[config.mk]
export PLATFORM = sky130hd
export DESIGN_NAME = pipe_ctrl
export DESIGN_NICKNAME = d
export VERILOG_FILES = /design/src/rtl/pipe_ctrl_pkg.sv /design/src/rtl/pipe_ctrl_fwd_sel.sv /design/src/rtl/pipe_ctrl.sv
export SDC_FILE = /design/constraint.sdc
export NUM_CORES = 1
export LEC_CHECK = 0
export CORE_MARGIN = 10
export CORE_UTILIZATION = 40
export CTS_BUF_LIST = sky130_fd_sc_hd__clkbuf_8
export DETAILED_ROUTE_END_ITERATION = 16
export DONT_BUFFER_PORTS = 1
export MAX_ROUTING_LAYER = met4
export PLACE_DENSITY = 0.51
export REMOVE_ABC_BUFFERS = 1
export SYNTH_ARGS = -nofsm -noshare
export SYNTH_HDL_FRONTEND = slang
export SYNTH_SLANG_ARGS = --single-unit
[constraint.sdc]
create_clock -name clk -period 2.53 [get_ports clk]
set_input_delay 0.253 -clock clk [delete_from_list [all_inputs] [get_ports clk]]
set_output_delay 0.253 -clock clk [all_outputs]
set_load 0.03 [all_outputs]
[src/rtl/pipe_ctrl_pkg.sv]
// Shared definitions for the pipeline hazard controller: FSM states,
// forward-select encodings and the register-match rule.
package pipe_ctrl_pkg;

  typedef enum logic {
    RUN     = 1'b0,
    MEMWAIT = 1'b1
  } state_t;

  localparam logic [1:0] FWD_RF  = 2'b00;
  localparam logic [1:0] FWD_WB  = 2'b01;
  localparam logic [1:0] FWD_MEM = 2'b10;

  // Register 0 is hardwired zero except on ARM, where it is a real register.
  function automatic logic reg_hit(input logic [4:0] a, input logic [4:0] b,
                                   input logic arm);
    return (a == b) && ((a != 5'd0) || arm);
  endfunction

endpackage

[src/rtl/pipe_ctrl_fwd_sel.sv]
// Forwarding select for one Execute source operand; Memory beats Writeback.
module fwd_sel
  import pipe_ctrl_pkg::*;
(
  input  logic [4:0] rs,
  input  logic [4:0] rd_m,
  input  logic [4:0] rd_w,
  input  logic       reg_write_m,
  input  logic       reg_write_w,
  input  logic       arm,
  output logic [1:0] fwd
);

  always_comb begin
    fwd = FWD_RF;
    if (reg_write_m && reg_hit(rd_m, rs, arm))
      fwd = FWD_MEM;
    else if (reg_write_w && reg_hit(rd_w, rs, arm))
      fwd = FWD_WB;
  end

endmodule

[src/rtl/pipe_ctrl.sv]
// Pipeline hazard controller: forwarding, load-use and branch hazards,
// data-memory wait stalls with timeout, and a stall-cycle counter.
//   state   | meaning
//   RUN     | normal flow; load-use and branch hazards handled
//   MEMWAIT | data access outstanding; whole pipe frozen until MemAckM
module pipe_ctrl
  import pipe_ctrl_pkg::*;
#(
  parameter int TIMEOUT = 255
) (
  input  logic        clk,
  input  logic        rst,
  input  logic [4:0]  Rs1D,
  input  logic [4:0]  Rs2D,
  input  logic [4:0]  Rs1E,
  input  logic [4:0]  Rs2E,
  input  logic [4:0]  RdE,
  input  logic [4:0]  RdM,
  input  logic [4:0]  RdW,
  input  logic        RegWriteM,
  input  logic        RegWriteW,
  input  logic        ResultSrcE0,
  input  logic        TakenE,
  input  logic        armE,
  input  logic        MemReqM,
  input  logic        MemAckM,
  input  logic        ClrCnt,
  output logic [1:0]  ForwardAE,
  output logic [1:0]  ForwardBE,
  output logic        StallF,
  output logic        StallD,
  output logic        StallE,
  output logic        StallM,
  output logic        FlushD,
  output logic        FlushE,
  output logic        FlushW,
  output logic        MemErr,
  output logic [15:0] StallCnt
);

  localparam logic [7:0] WAIT_MAX = 8'(TIMEOUT);

  state_t      state;
  logic [7:0]  wait_cnt;
  logic        mem_err;
  logic [15:0] stall_cnt;
  logic        mem_stall;
  logic        load_use;

  fwd_sel u_fwd_a (
    .rs(Rs1E), .rd_m(RdM), .rd_w(RdW), .reg_write_m(RegWriteM),
    .reg_write_w(RegWriteW), .arm(armE), .fwd(ForwardAE)
  );

  fwd_sel u_fwd_b (
    .rs(Rs2E), .rd_m(RdM), .rd_w(RdW), .reg_write_m(RegWriteM),
    .reg_write_w(RegWriteW), .arm(armE), .fwd(ForwardBE)
  );

  // The ack cycle itself releases the stall, so a wait costs exactly the unacked cycles.
  assign mem_stall = !MemAckM && ((state == MEMWAIT) || MemReqM);
  assign load_use  = ResultSrcE0 &&
                     (reg_hit(RdE, Rs1D, armE) || reg_hit(RdE, Rs2D, armE));

  always_comb begin
    StallF = 1'b0;
    StallD = 1'b0;
    StallE = 1'b0;
    StallM = 1'b0;
    FlushD = 1'b0;
    FlushE = 1'b0;
    FlushW = 1'b0;
    if (rst) begin
      if (mem_stall) begin
        StallF = 1'b1;
        StallD = 1'b1;
        StallE = 1'b1;
        StallM = 1'b1;
        FlushW = 1'b1;
      end else if (TakenE) begin
        FlushD = 1'b1;
        FlushE = 1'b1;
      end else if (load_use) begin
        StallF = 1'b1;
        StallD = 1'b1;
        FlushE = 1'b1;
      end
    end
  end

  always_ff @(posedge clk or negedge rst) begin
    if (!rst) begin
      state     <= RUN;
      wait_cnt  <= 8'd0;
      mem_err   <= 1'b0;
      stall_cnt <= 16'd0;
    end else begin
      case (state)
        RUN: begin
          wait_cnt <= 8'd0;
          if (MemReqM && !MemAckM)
            state <= MEMWAIT;
        end
        MEMWAIT: begin
          if (wait_cnt != WAIT_MAX)
            wait_cnt <= wait_cnt + 8'd1;
          if (wait_cnt == WAIT_MAX - 8'd1)
            mem_err <= 1'b1;
          if (MemAckM)
            state <= RUN;
        end
        default: state <= RUN;
      endcase
      if (ClrCnt)
        stall_cnt <= 16'd0;
      else if (StallF && (stall_cnt != 16'hFFFF))
        stall_cnt <= stall_cnt + 16'd1;
    end
  end

  assign MemErr   = mem_err;
  assign StallCnt = stall_cnt;

endmodule
**Word level (Yosys, flattened, before mapping)**

Cells that the tools add are included.

- Bits in registers: 26
- Input bits: 45

- Bitwise operators: 1
- Add/sub/neg operators: 2
- Reductions and logical operators: 25
- Equal/unequal tests: 10
- Multiplexer cells: 23

Operator list:

| operator | number |
|---|---|
| two-way mux 16 bit | 2 |
| == test 5 bit | 6 |
| adder 16 x 1 -> 16 bit, second input constant | 1 |
| two-way mux 1 bit | 16 |
| inequality test 16 bit, second input constant | 1 |
| case mux 8 bit (2 select lines) | 1 |
| nonzero test 5 bit | 3 |
| logical AND 1 bit | 14 |
| adder 8 x 1 -> 8 bit, second input constant | 1 |
| == test 8 bit, second input constant | 1 |
| two-way mux 8 bit | 1 |
| inequality test 8 bit, second input constant | 1 |
| logical OR 1 bit | 5 |
| two-way mux 2 bit | 2 |
| inequality test 2 x 1 -> 1 bit, second input constant | 1 |
| case mux 1 bit (2 select lines) | 1 |
| AND reduction 2 bit | 1 |
| nonzero test 2 bit | 1 |
| logical NOT 1 bit | 1 |
| inverter 1 bit | 1 |

**Depth between registers and ports, before layout**

Gate-level depths: netlist of run 1.

- Depth after elaboration: 12
- Gate-level depth with buffers: 10
- Gate-level depth less buffers: 7

**Modules after synthesis**

From an unflattened synthesis of run 1, not the netlist that was laid out.

- Cells, all modules: 217
- Area, all modules: 1950.6 µm²

By module, submodules not included:

| module | cells each | instances | area an instance (µm²) |
|---|---|---|---|
| pipe_ctrl | 173 | 1 | 1627.8 |
| fwd_sel | 22 | 2 | 161.4 |

**Worst setup path before layout of run 1**

No wires, ideal clock.

- Kind: input -> output
- Start: input RdM[2]
- End: output ForwardAE[0]
- Path slack: 0.003 ns
- Cell stages on the path: 4
- Arrival time: 2.274 ns
- Buffers on the path: 0
- Cells stage by stage: or4_1 o31ai_1 nor4_1 nor4_1

- Longest elaborated chain between the ends: 5
- Elaborated cells on any way between the ends: 6

RTL lines:

| item | RTL line | source |
|---|---|---|
| start, declared | pipe_ctrl.sv:18 | `input logic [4:0] RdM,` |
| nonzero test 5 bit | pipe_ctrl_pkg.sv:17 | `return (a == b) && ((a != 5'd0) \|\| arm);` |
| logical OR 1 bit | pipe_ctrl_pkg.sv:17 |  |
| logical AND 1 bit (*) | pipe_ctrl_pkg.sv:17 |  |
| logical AND 1 bit (*) | pipe_ctrl_fwd_sel.sv:16 | `if (reg_write_m && reg_hit(rd_m, rs, arm))` |
| two-way mux 2 bit (*) | pipe_ctrl_fwd_sel.sv:16 |  |
| end, declared | pipe_ctrl.sv:28 | `output logic [1:0] ForwardAE,` |

Every way passes the cells marked *; elsewhere a longest branch is shown, timed or not.

**Worst setup path after layout of run 1**

- Start: register state
- End: register stall_cnt[12] (netlist: StallCnt[12])

- Longest elaborated chain between the ends: 6

RTL lines:

| item | RTL line | source |
|---|---|---|
| start, declared | pipe_ctrl.sv:43 | `state_t state;` |
| start signal, assigned | pipe_ctrl.sv:93 | `state <= RUN;` |
| start signal, assigned | pipe_ctrl.sv:102 | `state <= MEMWAIT;` |
| start signal, assigned | pipe_ctrl.sv:110 | `state <= RUN;` |
| logical OR 1 bit | pipe_ctrl.sv:61 | `assign mem_stall = !MemAckM && ((state == MEMWAIT) \|\| MemReqM);` |
| logical AND 1 bit | pipe_ctrl.sv:61 |  |
| two-way mux 1 bit | pipe_ctrl.sv:74 | `if (mem_stall) begin` |
| two-way mux 1 bit | pipe_ctrl.sv:73 | `if (rst) begin` |
| logical AND 1 bit | pipe_ctrl.sv:116 | `else if (StallF && (stall_cnt != 16'hFFFF))` |
| nonzero test 2 bit (no source line) | n/a |  |
| end signal, assigned | pipe_ctrl.sv:117 | `stall_cnt <= stall_cnt + 16'd1;` |
| end, declared | pipe_ctrl.sv:46 | `logic [15:0] stall_cnt;` |

No other way between the ends.
A chain may end at the register's enable or synchronous reset.

==> results of run 1 <==
[cell usage after synthesis (2+ instances only)]
cell     instances  area (sq um)
dfrtp_1         26         650.6
xnor2_1         26         227.7
xor2_1          15         131.4
nor2_1          13         48.80
nand3_1         12         60.06
nand2_1         11         41.29
or4_1            8         60.06
a21oi_1          6         30.03
nand4_1          6         37.54
nor4_1           6         37.54
o31ai_1          6         45.04
nor3_1           5         25.02
o21ai_0          5         25.02
a31oi_1          4         25.02
and2_1           4         25.02
and3_1           4         25.02
buf_4            4         30.03
nor3b_1          4         30.03
ha_1             3         37.54
and4_1           2         17.52
inv_1            2         7.510
nor4b_1          2         17.52
or3_1            2         12.51
[worst max-delay path: cells and delay by family, from the launching register on]
family	cells	cell delay, ns
DFF	1	0.50
AOI/OAI and AO/OA	2	0.21
and+or+nand+nor	5	1.50
[what timing repair did]
item / CTS / global route
resized for setup: 0 / 1
endpoints found under the setup margin: 0 / 8
hold buffers: 2 / 0
endpoints found under the hold margin: 26 / 0
[routing by layer]
metal | vias up | track usage | share of wire
li1 | 746 | - | -
met1 | 729 | 0.1521 | 0.41
met2 | 61 | 0.2083 | 0.47
met3 | 11 | 0.05805 | 0.10
met4 | 0 | 0.04058 | 0.019
met5 | - | - | 0
[kinds of logic after synthesis]
kind of cell,count (synthesis)
muxes,1
xor gates and xnor gates,41
AOI/OAI and AO/OA,27
DFF,26
and+or+nand+nor,85
adders and majority gates,3
buffers and inverters,9
[state kept, by name, summed over array words and instances, names as in the netlist]
register	cells
StallCnt	16
MemErr	1
wait_cnt	8
state	1
[layout make-up]
class	count	area (sq um)	share of cell area
Multi-Input combinational cell	157	1102	0.5272
Timing Repair Buffer	26	210.2	0.1005
Sequential cell	26	650.6	0.3112
Inverter	2	7.507	0.003591
Clock buffer	4	55.05	0.02633
Tap cell	52	65.06	0.03112
[worst min-delay path by stage]
stage | start | cells after the start | slack, ns | to
4_1_cts | ClrCnt | 1 | 0.02 | StallCnt[9]
2_1_floorplan | rst | 0 | -0.04 | MemErr
3_3_place_gp | rst | 0 | -0.04 | wait_cnt[4]
6_report | ClrCnt | 1 | 0.03 | StallCnt[9]
5_1_grt | ClrCnt | 1 | 0.01 | StallCnt[5]
3_5_place_dp | rst | 0 | -0.04 | wait_cnt[4]
[stage by stage]
stage / setup WS (ns) / instance area, sq um / hold WS, ns
floorplan: 0.003453 / 1760 / -0.04259
global placement: 0.2191 / 2006 / -0.04147
detailed placement: 0.1284 / 2006 / -0.04142
CTS: 0.1092 / 2091 / 0.02401
global route: 0.03721 / 2091 / 0.01325
finish: 0.2438 / 2091 / 0.02976
[placed cells by master, fill, tap and decap left out, types with 2 or more instances in the layout]
master    instances
dfrtp_1          26
xnor2_1          26
buf_4            24
xor2_1           15
nor2_1           13
nand3_1          12
nand2_1          11
or4_1             8
o31ai_1           6
nor4_1            6
nand4_1           6
a21oi_1           6
nor3_1            5
o21ai_0           5
a31oi_1           4
nor3b_1           4
and2_1            4
and3_1            4
clkbuf_8          4
ha_1              3
inv_1             2
and4_1            2
nor4b_1           2
or3_1             2
[power groups by stage]
stage | registers (mW) | logic [mW] | clock network [mW]
floorplan | 0.438 | 0.0856 | 0
finish | 0.427 | 0.126 | 0.271
CTS | 0.426 | 0.128 | 0.278
detailed placement | 0.435 | 0.113 | 0
global placement | 0.434 | 0.109 | 0
global route | 0.428 | 0.138 | 0.307
==> run metrics, run 1 <==
Final Cycle Share=0.9036; fill count=427; DIE WIDTH=87.44 um; gr ovfl total=0; clk root buf=clkbuf_8; Tot Pwr=822.8 uW; Ys Warns=0; GPL Wtd Cong=0.8594; synth unique cells=39; gr usage total=0.1340; Setup Buffers After CTS=0; Cell Area, Synth=1819 sq um; critical path capture point type=flop; Synth Area in Adders=0.02063; Post-synth EDFFs=0; worst vdd ir=0.2280 mV; FF-to-FF setup slack=0.24 ns; antenna cell count=0; initial antenna violation count=0; setup violators final=0; reg-to-reg critical path startpoint=state; Die Ht=87.44 um; ys async rst share=1.000; LEAKAGE=0.8688 nW; mux cell area share after synthesis=0.005502; clk buf depth=2; Crit path top cell by count=nor2_1; Reg2Reg Depth=7; CTS Buf Count=3; Worst EP arrival=2.49 ns; pwr/cell area=393.5 nW/um^2; Startpoint Class=flop; die area=7646 sq um; Inst Count DP=261; Clock transition at path regs=0.10 ns; PortBufs=0; power share of the combinational group=0.153; Worst R2R End=StallCnt[12]; Final Slew Violations=0; RSZ-0062 raised after global routing=false; post-layout util=0.4769; # rows=24; Int Power=616.0 uW; DP HPWL=4000 um; CP max FO=15; FF+latch count, synth=26; simple-gate share of the synthesized area=0.2744; CP endpoint=StallCnt[12]; Syn Inst Count=192; wire per inst=18.36 um; 1st-pass router iterations=4; setup TNS=0 ns; Clock power frac=0.329; Peak Freq=437.4 MHz; clk_lat worst skew=0.27 ns; Initial Utilization=0.4150; worst min path class=in -> reg; Via density=5.794; Least-Margin Pin Slew=0.5327 ns; compound-gate portion of the synthesized area=0.1080; pin count of the biggest net entering global routing=27; post-synthesis area per instance=9.475 sq um; Routed Antenna Nets=0; clk_skew=0.007788 ns; first-pass GRT wire length=8052 um; vias in the first global route=1632; CP Cell Sequence=nor2_1 -> nor2_1 -> and2_2 -> a31oi_4 -> or2_1 -> or4_1 -> a21oi_1; number of DRC markers in iteration 0=103; H-tree depth=1; Post-Synth XOR/XNOR Area=0.1974; Non-Filler Instances=267; vias=1547; layout cells sized above 1=0.1721; outcome=finished clean; CP Data Required Time=2.73 ns; register area share after synthesis=0.3576; CTS tree=yes; DRC Markers=0; CTS sink cnt=26; CORE AREA=4384 sq um; Sw Share=0.2513; post-layout minimum cycle time=2.286 ns; slowest CP cell=or4_1; Psw=206.8 uW; Syn-to-layout area delta=14.92%; Critical Path Source=state; Final Hold Fails=0; Rel. slew slack=0.6445; WL final=4903 um; class of the most critical setup path=reg -> reg; max-cap violation count=0; IO Pins=73; Primary FF master, synth=dfrtp_1; largest family of logic cells by synthesized area=simple AND/OR/NAND/NOR gates; Flop pwr share=0.518; CP peak stage delay=0.55 ns; NumNets Final=264
(Power assumes the default switching activity.)
==> inputs of run 2 (changes only) <==
ABC_AREA = 1   (was default)
PLACE_DENSITY = default   (was 0.51)
==> run 2 against run 1 <==
Net effect: sequential share of layout area is 3.4 points lower; clock power is 15% lower; highest routed layer unchanged; wire length is 12% higher; critical path type unchanged; synthesized area is 16% higher.
==> run metrics, run 2 <==
most frequent cell after synthesis=nand2_1; max reg flops=16; DRC Markers=0; setup TNS=0 ns; Routed Antenna Nets=0; class of the most critical setup path=reg -> reg; Die Ht=92.58 um; setup violators final=0; Final Slew Violations=0; worst hold slack=0.05383 ns; Initial Utilization=0.4125; synth unique cells=31; post-placement cell area=2273 sq um; Reg2Reg Depth=9; clk root buf=clkbuf_8; post-layout util=0.4591; Peak Freq=527.5 MHz; clk buf depth=2; DIE WIDTH=92.58 um; Syn Inst Count=314; critical path capture point type=flop; PortBufs=0; ys async rst share=1.000; antenna cell count=0; H-tree depth=1; area leader, netlist=dfrtp_1; die area=8570 sq um; CORE AREA=5107 sq um; worst vdd ir=0.1749 mV; post-layout minimum cycle time=1.896 ns; 1st-pass router iterations=4; gr usage total=0.1319; Worst EP arrival=2.10 ns; number of DRC markers in iteration 0=135; initial antenna violation count=0; first-pass GRT wire length=9294 um; most common cell after layout, fill and taps aside=nand2_1; Final Hold Fails=0; Syn-to-layout area delta=11.28%; post-synthesis area per instance=6.710 sq um; vias=2039; Setup Buffers After CTS=0; Least-Margin Pin Slew=0.9147 ns; Rel. slew slack=0.3895; GPL Wtd Cong=0.8328; CP max FO=17; max-cap violation count=0; fill count=529; Clock transition at path regs=0.08 ns; NumNets Final=378; layout cells sized above 1=0.1006; Tot Pwr=795.6 uW; Ys Warns=0; fin worst setup slack=0.6341 ns; top cells by count, synth=nand2_1, inv_1, nor2_1, nand3_1, dfrtp_1; register area share after synthesis=0.3088; WL final=5469 um; final instance area=2345 sq um; CP Data Required Time=2.74 ns; clk_skew=0.003065 ns; Synth area leaders=dfrtp_1, nand2_1, inv_1; Inst Count DP=393; Non-Filler Instances=398; wire per inst=13.74 um; gr ovfl total=0; Startpoint Class=flop; LEAKAGE=1.266 nW; RSZ-0062 raised after global routing=false; CTS sink cnt=26; # rows=26; Synth top area share=0.3088; outcome=finished clean; Primary FF master, synth=dfrtp_1; DP Worst Slack=0.6366 ns; Post-synth EDFFs=0; commonest non-fill, non-tap cells in the layout=nand2_1, inv_1, nor2_1, nand3_1, dfrtp_1; pin count of the biggest net entering global routing=33; Via density=5.123; clk_lat worst skew=0.27 ns; vias in the first global route=2005; CTS Buf Count=3; CTS tree=yes; IO Pins=73; DP HPWL=4360 um; pwr/cell area=339.3 nW/um^2; Cell Area, Synth=2107 sq um; Final Cycle Share=0.7494; worst min path class=in -> reg; worst hold stages=1; FF+latch count, synth=26
-- run 2: changes by cell type in the layout (fill, tap and decap cells not counted), sizes merged, moves of 5 or more --
cell / change
or4: -8
nand4: +18
nand2: +68
buf: -7
nand3: +17
inv: +49
xnor2: -19
nor4: -5
o31ai: -6
nor2: +21
and2: -5
-- run 2: final timing paths --
kind | from | end | slack (ns)
setup / recovery | StallCnt[0] | StallCnt[4] | 0.63
hold / removal | MemAckM | state | 0.05
setup reg to reg | StallCnt[0] | StallCnt[4] | 0.63
hold reg to reg | wait_cnt[4] | wait_cnt[5] | 0.50
max in group asynchronous | rst | StallCnt[13] | 1.96
min in group asynchronous | rst | wait_cnt[3] | 0.42
-- run 2: per-layer routing --
layer / share of wire / vias to the layer above / track usage
li1: - / 1053 / -
met1: 0.45 / 909 / 0.1542
met2: 0.45 / 71 / 0.2106
met3: 0.10 / 6 / 0.04600
met4: 0.0073 / 0 / 0.03599
met5: 0 / - / -
-- run 2: cell families after synthesis --
kind of cell / Yosys count / share of synthesized area
buffers and inverters: 60 / 0.1188
xor gates and xnor gates: 23 / 0.09560
AOI/OAI and AO/OA: 26 / 0.07839
DFF: 26 / 0.3088
and+or+nand+nor: 176 / 0.3806
adders and majority gates: 3 / 0.01782
-- run 2: critical path: stages, from the launching register on --
cell and delay (ns):
dfrtp_1 0.36, ha_1 0.18, nand2_1 0.09, nor2_2 0.20, nand4_2 0.12, nor3_2 0.16
nand2_2 0.25, nand2_4 0.28, nand3_1 0.09, nand2_1 0.10
-- run 2: final cells by class --
cell class | count | area [sq um] | area share
repair buffers | 20 | 165.2 | 0.07044
inverters | 51 | 191.4 | 0.08164
flip-flops and latches | 26 | 650.6 | 0.2775
clock buffers | 3 | 41.29 | 0.01761
multi-input cells | 228 | 1209 | 0.5155
well taps | 70 | 87.58 | 0.03735
-- run 2: repair_timing --
| action | in CTS | in global routing |
|---|---|---|
| hold endpoints to repair | 26 | 0 |
| hold buffers | 2 | 0 |
| resized for setup | 0 | 0 |
-- run 2: report_power, final --
group | total [mW] | switching, mW | internal (mW)
clock | 0.230 | 0.123 | 0.107
sequential | 0.426 | 0.00551 | 0.420
combinational | 0.140 | 0.0923 | 0.0479
total | 0.796 | 0.221 | 0.575
